`src/rtl/i2s_rx.sv`:
```
// I2S slave receiver.
// Brings SCK/LRCLK/SDATA into the system clock domain and collects one
// left/right sample pair per frame. A new pair is presented only after a
// complete, error-free left word and the right word that follows it.
module i2s_rx #(
    parameter int DATA_WIDTH  = 16,
    parameter int LEFT_LEVEL  = 1,
    parameter int SYNC_STAGES = 2
) (
    input  logic                  clk,
    input  logic                  rst_n,
    input  logic                  sck,
    input  logic                  lrclk,
    input  logic                  sdata,
    output logic [DATA_WIDTH-1:0] left_chan,
    output logic [DATA_WIDTH-1:0] right_chan,
    output logic                  valid,
    output logic                  err
);

    localparam int            CW     = $clog2(DATA_WIDTH);
    localparam logic [CW-1:0] C_LAST = CW'(DATA_WIDTH - 1);
    localparam logic          C_LEFT = (LEFT_LEVEL != 0);

    // HUNT waits for the first left slot; SKIP is the slot-start rise (delay
    // bit, never shifted); SHIFT collects the word; WAIT ignores slot padding.
    typedef enum logic [1:0] {
        S_HUNT  = 2'd0,
        S_SKIP  = 2'd1,
        S_SHIFT = 2'd2,
        S_WAIT  = 2'd3
    } state_t;

    state_t r_state;
    state_t w_next_state;

    logic [SYNC_STAGES-1:0] r_sck_sync;
    logic [SYNC_STAGES-1:0] r_lr_sync;
    logic [SYNC_STAGES-1:0] r_sd_sync;
    logic                   r_sck_last;
    logic                   r_lr_last;

    logic [DATA_WIDTH-2:0]  r_shreg;
    logic [CW-1:0]          r_bit_cnt;
    logic                   r_chan_left;
    logic                   r_left_good;
    logic [DATA_WIDTH-1:0]  r_left_hold;
    logic [DATA_WIDTH-1:0]  r_right_hold;
    logic                   r_load;
    logic                   r_err;
    logic                   r_valid;
    logic [DATA_WIDTH-1:0]  r_left_out;
    logic [DATA_WIDTH-1:0]  r_right_out;

    logic                   w_sck;
    logic                   w_lr;
    logic                   w_sd;
    logic                   w_sck_rise;
    logic                   w_slot_start;
    logic                   w_is_left;
    logic [DATA_WIDTH-1:0]  w_word;

    logic                   w_start_slot;
    logic                   w_do_shift;
    logic                   w_word_done;
    logic                   w_err;

    assign w_sck        = r_sck_sync[SYNC_STAGES-1];
    assign w_lr         = r_lr_sync[SYNC_STAGES-1];
    assign w_sd         = r_sd_sync[SYNC_STAGES-1];
    assign w_sck_rise   = w_sck & ~r_sck_last;
    assign w_slot_start = w_sck_rise & (w_lr != r_lr_last);
    assign w_is_left    = (w_lr == C_LEFT);
    assign w_word       = {r_shreg, w_sd};

    // Input synchronisers plus the extra SCK stage used for rising-edge detection.
    always_ff @(posedge clk or negedge rst_n) begin
        if (!rst_n) begin
            r_sck_sync <= '0;
            r_lr_sync  <= '0;
            r_sd_sync  <= '0;
            r_sck_last <= 1'b0;
        end else begin
            r_sck_sync <= {r_sck_sync[SYNC_STAGES-2:0], sck};
            r_lr_sync  <= {r_lr_sync[SYNC_STAGES-2:0], lrclk};
            r_sd_sync  <= {r_sd_sync[SYNC_STAGES-2:0], sdata};
            r_sck_last <= w_sck;
        end
    end

    // FSM state register.
    always_ff @(posedge clk or negedge rst_n) begin
        if (!rst_n) begin
            r_state <= S_HUNT;
        end else begin
            r_state <= w_next_state;
        end
    end

    // Next-state and per-bit control; slot start is checked before any shift.
    always_comb begin
        w_next_state = r_state;
        w_start_slot = 1'b0;
        w_do_shift   = 1'b0;
        w_word_done  = 1'b0;
        w_err        = 1'b0;
        if (w_sck_rise) begin
            case (r_state)
                S_HUNT: begin
                    if (w_slot_start && w_is_left) begin
                        w_next_state = S_SKIP;
                        w_start_slot = 1'b1;
                    end
                end
                S_SKIP, S_SHIFT: begin
                    if (w_slot_start) begin
                        w_err        = 1'b1;
                        w_start_slot = 1'b1;
                        w_next_state = S_SKIP;
                    end else begin
                        w_do_shift   = 1'b1;
                        w_next_state = S_SHIFT;
                        if (r_bit_cnt == C_LAST) begin
                            w_word_done  = 1'b1;
                            w_next_state = S_WAIT;
                        end
                    end
                end
                S_WAIT: begin
                    if (w_slot_start) begin
                        w_start_slot = 1'b1;
                        w_next_state = S_SKIP;
                    end
                end
                default: begin
                    w_next_state = S_HUNT;
                end
            endcase
        end
    end

    // Shift register, bit counter, channel hold registers and frame bookkeeping.
    always_ff @(posedge clk or negedge rst_n) begin
        if (!rst_n) begin
            r_lr_last    <= ~C_LEFT;
            r_shreg      <= '0;
            r_bit_cnt    <= '0;
            r_chan_left  <= 1'b0;
            r_left_good  <= 1'b0;
            r_left_hold  <= '0;
            r_right_hold <= '0;
            r_load       <= 1'b0;
            r_err        <= 1'b0;
        end else begin
            r_load <= 1'b0;
            r_err  <= w_err;
            if (w_sck_rise) begin
                r_lr_last <= w_lr;
            end
            if (w_start_slot) begin
                r_chan_left <= w_is_left;
                r_bit_cnt   <= '0;
            end
            if (w_err || (w_start_slot && w_is_left)) begin
                r_left_good <= 1'b0;
            end
            if (w_do_shift) begin
                r_shreg   <= w_word[DATA_WIDTH-2:0];
                r_bit_cnt <= r_bit_cnt + 1'b1;
            end
            if (w_word_done) begin
                if (r_chan_left) begin
                    r_left_hold <= w_word;
                    r_left_good <= 1'b1;
                end else begin
                    r_right_hold <= w_word;
                    r_load       <= r_left_good;
                    r_left_good  <= 1'b0;
                end
            end
        end
    end

    // Present a completed pair: both channels update together with a one-clk valid.
    always_ff @(posedge clk or negedge rst_n) begin
        if (!rst_n) begin
            r_valid     <= 1'b0;
            r_left_out  <= '0;
            r_right_out <= '0;
        end else begin
            r_valid <= r_load;
            if (r_load) begin
                r_left_out  <= r_left_hold;
                r_right_out <= r_right_hold;
            end
        end
    end

    assign left_chan  = r_left_out;
    assign right_chan = r_right_out;
    assign valid      = r_valid;
    assign err        = r_err;

endmodule

```
`config.mk`:
```
export PLATFORM = sky130hd
export DESIGN_NAME = i2s_rx
export DESIGN_NICKNAME = d
export VERILOG_FILES = /design/src/rtl/i2s_rx.sv
export SDC_FILE = /design/constraint.sdc
export NUM_CORES = 1
export LEC_CHECK = 0
export BUFFER_PORTS_ARGS = -buffer_cell sky130_fd_sc_hd__buf_2
export CAP_MARGIN = 20
export CELL_PAD_IN_SITES_DETAIL_PLACEMENT = 0
export CELL_PAD_IN_SITES_GLOBAL_PLACEMENT = 2
export CORE_AREA = 2 2 85 127
export DETAILED_ROUTE_END_ITERATION = 8
export DIE_AREA = 0 0 87 129
export HOLD_SLACK_MARGIN = 0.1
export PLACE_DENSITY = 0.79
export REMOVE_ABC_BUFFERS = 1
export SLEW_MARGIN = 15
export SYNTH_ARGS = -nofsm -noshare
export SYNTH_HDL_FRONTEND = slang
export SYNTH_SLANG_ARGS = --single-unit
```
`constraint.sdc`:
```
create_clock -name clk -period 2 [get_ports clk]
set_input_delay 0.3 -clock clk [delete_from_list [all_inputs] [get_ports clk]]
set_output_delay 0.3 -clock clk [all_outputs]
set_load 0.005 [all_outputs]
```
==> results of run 1 <==
==> stage by stage <==
step	hold slack, ns	setup TNS, ns	setup WS [ns]
after detailed placement	0.2695	0	0.07959
final	0.3477	0	0.1594
after global routing	0.3568	0	0.06773
after CTS	0.3495	0	0.06272
after floorplan	0.004409	-2.195	-0.1388
after global placement	0.2630	0	0.1516
==> per-layer routing <==
metal / share of wire / routed length [um] / global-route usage / up-vias
met1: 0.46 / 2853 / 0.1611 / 1030
met4: 0.024 / 150 / 0.06066 / 0
met3: 0.034 / 208 / 0.03271 / 13
met5: 0 / 0 / 0 / -
met2: 0.48 / 2934 / 0.1823 / 35
li1: - / - / - / 939
==> worst reg2reg max path, stage by stage (launching register included) <==
cell and delay [ns]:
dfrtp_1 0.37, inv_1 0.05, ha_1 0.31, nand3b_2 0.19
nor4_4 0.24, buf_4 0.22, mux2_2 0.35
==> worst paths after layout <==
| check | from | slack, ns | endpoint | cells after the start |
|---|---|---|---|---|
| min in group asynchronous | rst_n | 0.44 | right_chan[6] | 2 |
| worst max register to register | r_state[0] | 0.16 | r_right_hold[11] | 6 |
| worst min-delay path | r_sd_sync[0] | 0.35 | r_sd_sync[1] | 0 |
| worst min register to register | r_sd_sync[0] | 0.35 | r_sd_sync[1] | 0 |
| worst max-delay path | r_state[0] | 0.16 | r_right_hold[11] | 6 |
| max in group asynchronous | rst_n | 0.97 | left_chan[15] | 3 |
==> cell usage after synthesis <==
cell      instances
nor2_1            1
nand2b_1          2
nor3_4            1
buf_2             2
nand3b_1          2
nand3_1           3
o22a_1            1
o211ai_1          2
inv_1             3
o21ai_0           2
nand4_1           1
mux2_1            1
mux2_2           80
nor2_2            1
xor2_4            1
dfrtp_1          98
nor4_4            1
o22ai_1           1
o31ai_1           1
mux2i_1           1
buf_6             2
a221o_1           1
a22o_1            2
nor2b_1           2
ha_1              3
nand2_1           1
and3_1            1
a221oi_1          1
nor4b_1           1
xnor2_1           2
buf_1             3
a21oi_1           1
clkbuf_1          1
buf_4             1
and2_1            1
nand3b_2          1
o31a_1            1
==> power groups by stage <==
| stage | Sequential, mW | Combinational, mW | Clock (mW) |
|---|---|---|---|
| floorplan | 2.21 | 0.289 | 0 |
| global placement | 2.24 | 0.428 | 0 |
| detailed placement | 2.24 | 0.439 | 0 |
| CTS | 2.20 | 0.448 | 2.05 |
| global route | 2.22 | 0.493 | 2.11 |
| finish | 2.20 | 0.440 | 1.99 |
==> flip-flops by register name, summed over array words and instances (netlist names), 2 cells and up <==
register	count
left_chan	16
r_shreg	15
r_bit_cnt	4
r_left_hold	16
r_sd_sync	2
r_sck_sync	2
r_right_hold	16
right_chan	16
r_lr_sync	2
r_state	2
==> cells in the final DEF, fill, tap and decap left out, drive strengths merged, types with 2 or more instances in the layout <==
cell type / instances
dfrtp: 98
o21ai: 2
ha: 3
o211ai: 2
nor2b: 2
clkbuf: 12
buf: 48
nor2: 2
dlygate4sd3: 4
bufinv: 3
xnor2: 2
nand3: 3
a22o: 2
mux2: 81
nand3b: 3
inv: 3
nand2b: 2
==> cells by family after synthesis <==
logic type               synth area share
AND/OR/NAND/NOR                   0.03854
adder cells (fa/ha/maj)          0.009968
buffers and inverters             0.01761
AO/OA/AOI/OAI                     0.02592
XOR/XNOR                          0.01196
multiplexers                       0.2448
flip-flops                         0.6512
==> timing repair <==
item                       4_1_cts  5_1_grt
setup endpoints to repair        0       10
gates resized for setup          0        1
hold endpoints to repair        31        0
hold buffers                     4        0
==> cell type report <==
| class | count | area, um^2 | share of cell area |
|---|---|---|---|
| multi-input cells | 120 | 1247 | 0.2735 |
| repair buffers | 52 | 349.1 | 0.07654 |
| flip-flops and latches | 98 | 2452 | 0.5377 |
| well taps | 117 | 146.4 | 0.03210 |
| clock inverters | 4 | 97.59 | 0.02140 |
| inverters | 3 | 11.26 | 0.002469 |
| clock buffers | 12 | 256.5 | 0.05624 |
==> impl_metrics.yaml, run 1 <==
grt:
  grt_max_degree: 43
  grt_pass1_wl_um: 10270
  grt_usage: 0.1213
  grt_antenna_before_repair: 0
  grt_pass1_vias: 2035
  grt_overflow: 0
status:
  status: "finished clean"
floorplanning:
  row_count: 45
  die_h_um: 129
  core_area_um2: 10080
  initial_core_util: 0.3737
  ioPinCount: 39
  die_area_um2: 11220
  die_w_um: 87
timing:
  fin_crit_sh: 0.9203
  hold_viol: 0
  slew_violations: 0
  rsz0062_at_grt: "no"
  setup_viol: 0
  fin_crit_ns: 1.841
  worst_pin_slew_ns: 0.4094
  max_freq_ghz: 0.5433
  relSlewSlack: 0.7259
  fin_skew_ns: 0.003733
yosys:
  yosysTopAreaCellShare: 0.6512
  syn_area_um2: 3766
  synth_largest_area_cell: "dfrtp_1"
  synthCells: 230
  synth_cell_types: 37
  avgSynthCellArea_um2: 16.37
  yosysSeqAreaShare: 0.6512
  yosysWarnings: 0
  synth_seq_cells: 98
  synth.area.top_cells: "dfrtp_1 65%, mux2_2 24%, ha_1 1.0%"
cts:
  cts_buffers: 9
  postCtsSetupRepairBufs: 0
  clk_latency_ns: 0.34
  clock_path_buffers: 2
  clk_pin_slew_worst_paths_ns: 0.06
  cts_tree: "done"
  htree_levels: 3
  cts_sinks: 98
  root_buffer: "clkbuf_16"
power_and_ir_drop:
  p_leak_nw: 2.340
  swShare: 0.2213
  power_density_nw_per_um2: 1015
  intPower_mw: 3.606
  combPwrFrac: 0.095
  p_seq_frac: 0.475
  ir_drop_mv: 0.4828
  clkPwrFrac: 0.430
  finalPower_mw: 4.631
  power_switching_mw: 1.025
final_layout:
  syn2layout_area_growth_pct: 21.10
  nets: 292
  fin_util: 0.4525
  layout-drive-gt1-share: 0.5121
  final.fill_count: 893
  final_cells: 406
  final_cell_area_um2: 4561
  insertedDiodeCount: 0
critical_path:
  critPathKind: "reg -> reg"
  worstPathMaxFanout: 6
  critPathTopFamily: "simple AND/OR/NAND/NOR gates"
  crit_chain: "inv_1 -> ha_1 -> nand3b_2 -> nor4_4 -> buf_4 -> mux2_2"
  slowest_delay_ns: 0.37
  cp_slowest_cell: "dfrtp_1"
  worstPathArrival_ns: 2.06
  end_kind: "flop"
  required_ns: 2.22
  worst-path-buf-inv: 2
  critPathLaunchType: "flop"
drt:
  via_count: 2017
  drtIter0Drc: 100
  detail_route.wl_per_cell_um: 15.14
  drtAntennaViolNets: 0
  via_per_inst: 4.968
  firstDrtPassIters: 4
  totalWireLength_um: 6147
  drc: 0
place:
  dp_cells: 386
  gp_congestion: 0.7692
  numPortBuffers: 38
  dpl.hpwl_um: 4110
  place_area_um2: 4163
run:
  cap_violations: 0
min_path:
  hold_class: "reg -> reg"
Power figures use the tool's default switching activity.
==> run 2, diff against run 1 <==
ABC_AREA = 1   (was default)
CORE_AREA = 2 2 94 141   (was 2 2 85 127)
DIE_AREA = 0 0 96 143   (was 0 0 87 129)
==> run 2 against run 1 <==
  * Register-to-register slack improved by 0.08 ns
  * Power decreased by 2.3%
  * Clock skew increased by 0.0038 ns
  * Sequential power about the same
  * Largest power group unchanged
==> impl_metrics.yaml, run 2 <==
status:
  status: "finished clean"
critical_path:
  critPathKind: "reg -> reg"
  crit_chain: "inv_1 -> ha_1 -> nand3_4 -> nor2_8 -> nand3_1 -> nand2_1"
  worstPathArrival_ns: 2.04
  end_kind: "flop"
  critPathLaunchType: "flop"
  worstPathMaxFanout: 33
  required_ns: 2.28
  critPathTopFamily: "simple AND/OR/NAND/NOR gates"
  slowest_delay_ns: 0.44
  cp_slowest_cell: "ha_1"
  worst-path-buf-inv: 1
yosys:
  synth.area.top_cells: "dfrtp_1 60%, nand2_1 8.4%, nand3_1 5.2%"
  yosysMostFrequentCell: "dfrtp_1"
  yosysTopAreaCellShare: 0.6038
  synth_cell_types: 26
  synthCells: 420
  synth_largest_area_cell: "dfrtp_1"
  yosysSeqAreaShare: 0.6038
  ys_top_cells_by_count: "98 x dfrtp_1, 91 x nand2_1, 43 x inv_1, 42 x nand3_1, 36 x nor2_1"
  yosysWarnings: 0
  avgSynthCellArea_um2: 9.670
  synth_seq_cells: 98
  async_flop_share: 1.000
  synth_edf_count: 0
  syn_area_um2: 4061
  ys.flop_type: "dfrtp_1"
cts:
  cts_sinks: 98
  clk_latency_ns: 0.34
  ctsHoldBuffers: 4
  cts_tree: "done"
  postCtsSetupRepairBufs: 0
  cts_buffers: 9
  root_buffer: "clkbuf_16"
  clk_pin_slew_worst_paths_ns: 0.06
  cts_resized: 0
  clock_path_buffers: 2
  htree_levels: 3
timing:
  setup_viol: 0
  hold_viol: 0
  max_freq_ghz: 0.5674
  rsz0062_at_grt: "no"
  relSlewSlack: 0.6990
  fin_crit_sh: 0.8812
  fin_skew_ns: 0.007517
  worst_pin_slew_ns: 0.4514
  slew_violations: 0
  fin_crit_ns: 1.762
  finalSetupTns_ns: 0
final_layout:
  insertedDiodeCount: 0
  syn2layout_area_growth_pct: 17.38
  final.fill_count: 1255
  layout-drive-gt1-share: 0.1659
  nets: 467
  final_cell_area_um2: 4767
  layout_commonest_cell: "dfrtp_1"
  mostFrequentLayoutCells: "97 x dfrtp_1, 91 x nand2_1, 43 x inv_1"
power_and_ir_drop:
  p_leak_nw: 2.492
  ir_drop_mv: 0.4461
  power_density_nw_per_um2: 948.9
grt:
  grt_usage: 0.1264
  grt_antenna_before_repair: 0
  grt_overflow: 0
  grt_pass1_vias: 2742
  grt_pass1_wl_um: 13340
  grt_max_degree: 55
floorplanning:
  die_area_um2: 13730
  core_area_um2: 12450
  initial_core_util: 0.3262
  row_count: 50
  die_w_um: 96
  ioPinCount: 39
  die_h_um: 143
place:
  dpl.hpwl_um: 5174
  place_area_um2: 4414
  gp_congestion: 0.7554
  numPortBuffers: 38
drt:
  detail_route.wl_per_cell_um: 12.54
  drtAntennaViolNets: 0
  drtIter0Drc: 154
  drc: 0
  totalWireLength_um: 7772
  via_count: 2787
  firstDrtPassIters: 4
  via_per_inst: 4.495
run:
  cap_violations: 0
min_path:
  hold_class: "in -> async"
-- run 2: cell count changes in the layout (fill, tap and decap cells not counted), moves of 4 or more --
| cell | before | now |
|---|---|---|
| o21bai_2 | 0 | 5 |
| nand3_1 | 3 | 42 |
| inv_1 | 3 | 43 |
| nor2_1 | 1 | 36 |
| a21oi_1 | 1 | 33 |
| nand2_1 | 1 | 91 |
| o21bai_1 | 0 | 27 |
| o21ai_0 | 2 | 6 |
| mux2_2 | 80 | 0 |
-- run 2: power breakdown --
part | switching, mW | internal, mW | total, mW
clock network | 0.719 | 1.09 | 1.81
registers | 0.0960 | 2.08 | 2.18
logic | 0.384 | 0.147 | 0.531
total | 1.20 | 3.32 | 4.52
-- run 2: final cells by class --
| class | count | area, um^2 | area share |
|---|---|---|---|
| Timing Repair Buffer | 51 | 337.8 | 0.07087 |
| Sequential cell | 98 | 2454 | 0.5147 |
| Inverter | 45 | 168.9 | 0.03543 |
| Tap cell | 156 | 195.2 | 0.04094 |
| Multi-Input combinational cell | 254 | 1299 | 0.2724 |
| Clock buffer | 11 | 232.7 | 0.04882 |
| Clock inverter | 5 | 80.08 | 0.01680 |
-- run 2: per-stage QoR --
| step | utilization | setup WS, ns | std cells | hold slack, ns | power (mW) |
|---|---|---|---|---|---|
| 2_1_floorplan | - | 0.1396 | 397 | 0.004409 | 2.522 |
| 3_3_place_gp | 0.3546 | 0.2783 | 600 | 0.1748 | 2.732 |
| 3_5_place_dp | 0.3546 | 0.2192 | 600 | 0.1759 | 2.748 |
| 4_1_cts | 0.3829 | 0.2062 | 620 | 0.3487 | 4.600 |
| 5_1_grt | 0.3829 | 0.02304 | 620 | 0.3563 | 4.754 |
| 6_report | 0.3829 | 0.2376 | 620 | 0.3471 | 4.523 |
-- run 2: cell families after synthesis --
logic type,Yosys count,share of synthesized area
simple gates,178,0.1953
flops,98,0.6038
compound gates,72,0.1131
buf+inv,68,0.07640
fa+ha+maj,3,0.009243
xor+xnor,1,0.002157
-- run 2: final timing paths --
path	slack, ns	depth (start not counted)	from	endpoint
worst max-delay path	0.24	6	r_state[1]	r_left_hold[6]
worst min-delay path	0.35	2	rst_n	left_chan[5]
worst max register to register	0.24	6	r_state[1]	r_left_hold[6]
worst min register to register	0.35	0	r_sd_sync[0]	r_sd_sync[1]
max in group asynchronous	1.00	3	rst_n	r_sd_sync[1]
min in group clk	0.35	0	r_sd_sync[0]	r_sd_sync[1]
-- run 2: per-layer routing --
layer | up-vias | wire [um] | global-route usage | share of wire
li1 | 1405 | - | - | -
met1 | 1338 | 3474 | 0.1591 | 0.45
met2 | 32 | 3858 | 0.2025 | 0.50
met3 | 12 | 226 | 0.01900 | 0.029
met4 | 0 | 213 | 0.07519 | 0.027
met5 | - | 0 | 0 | 0
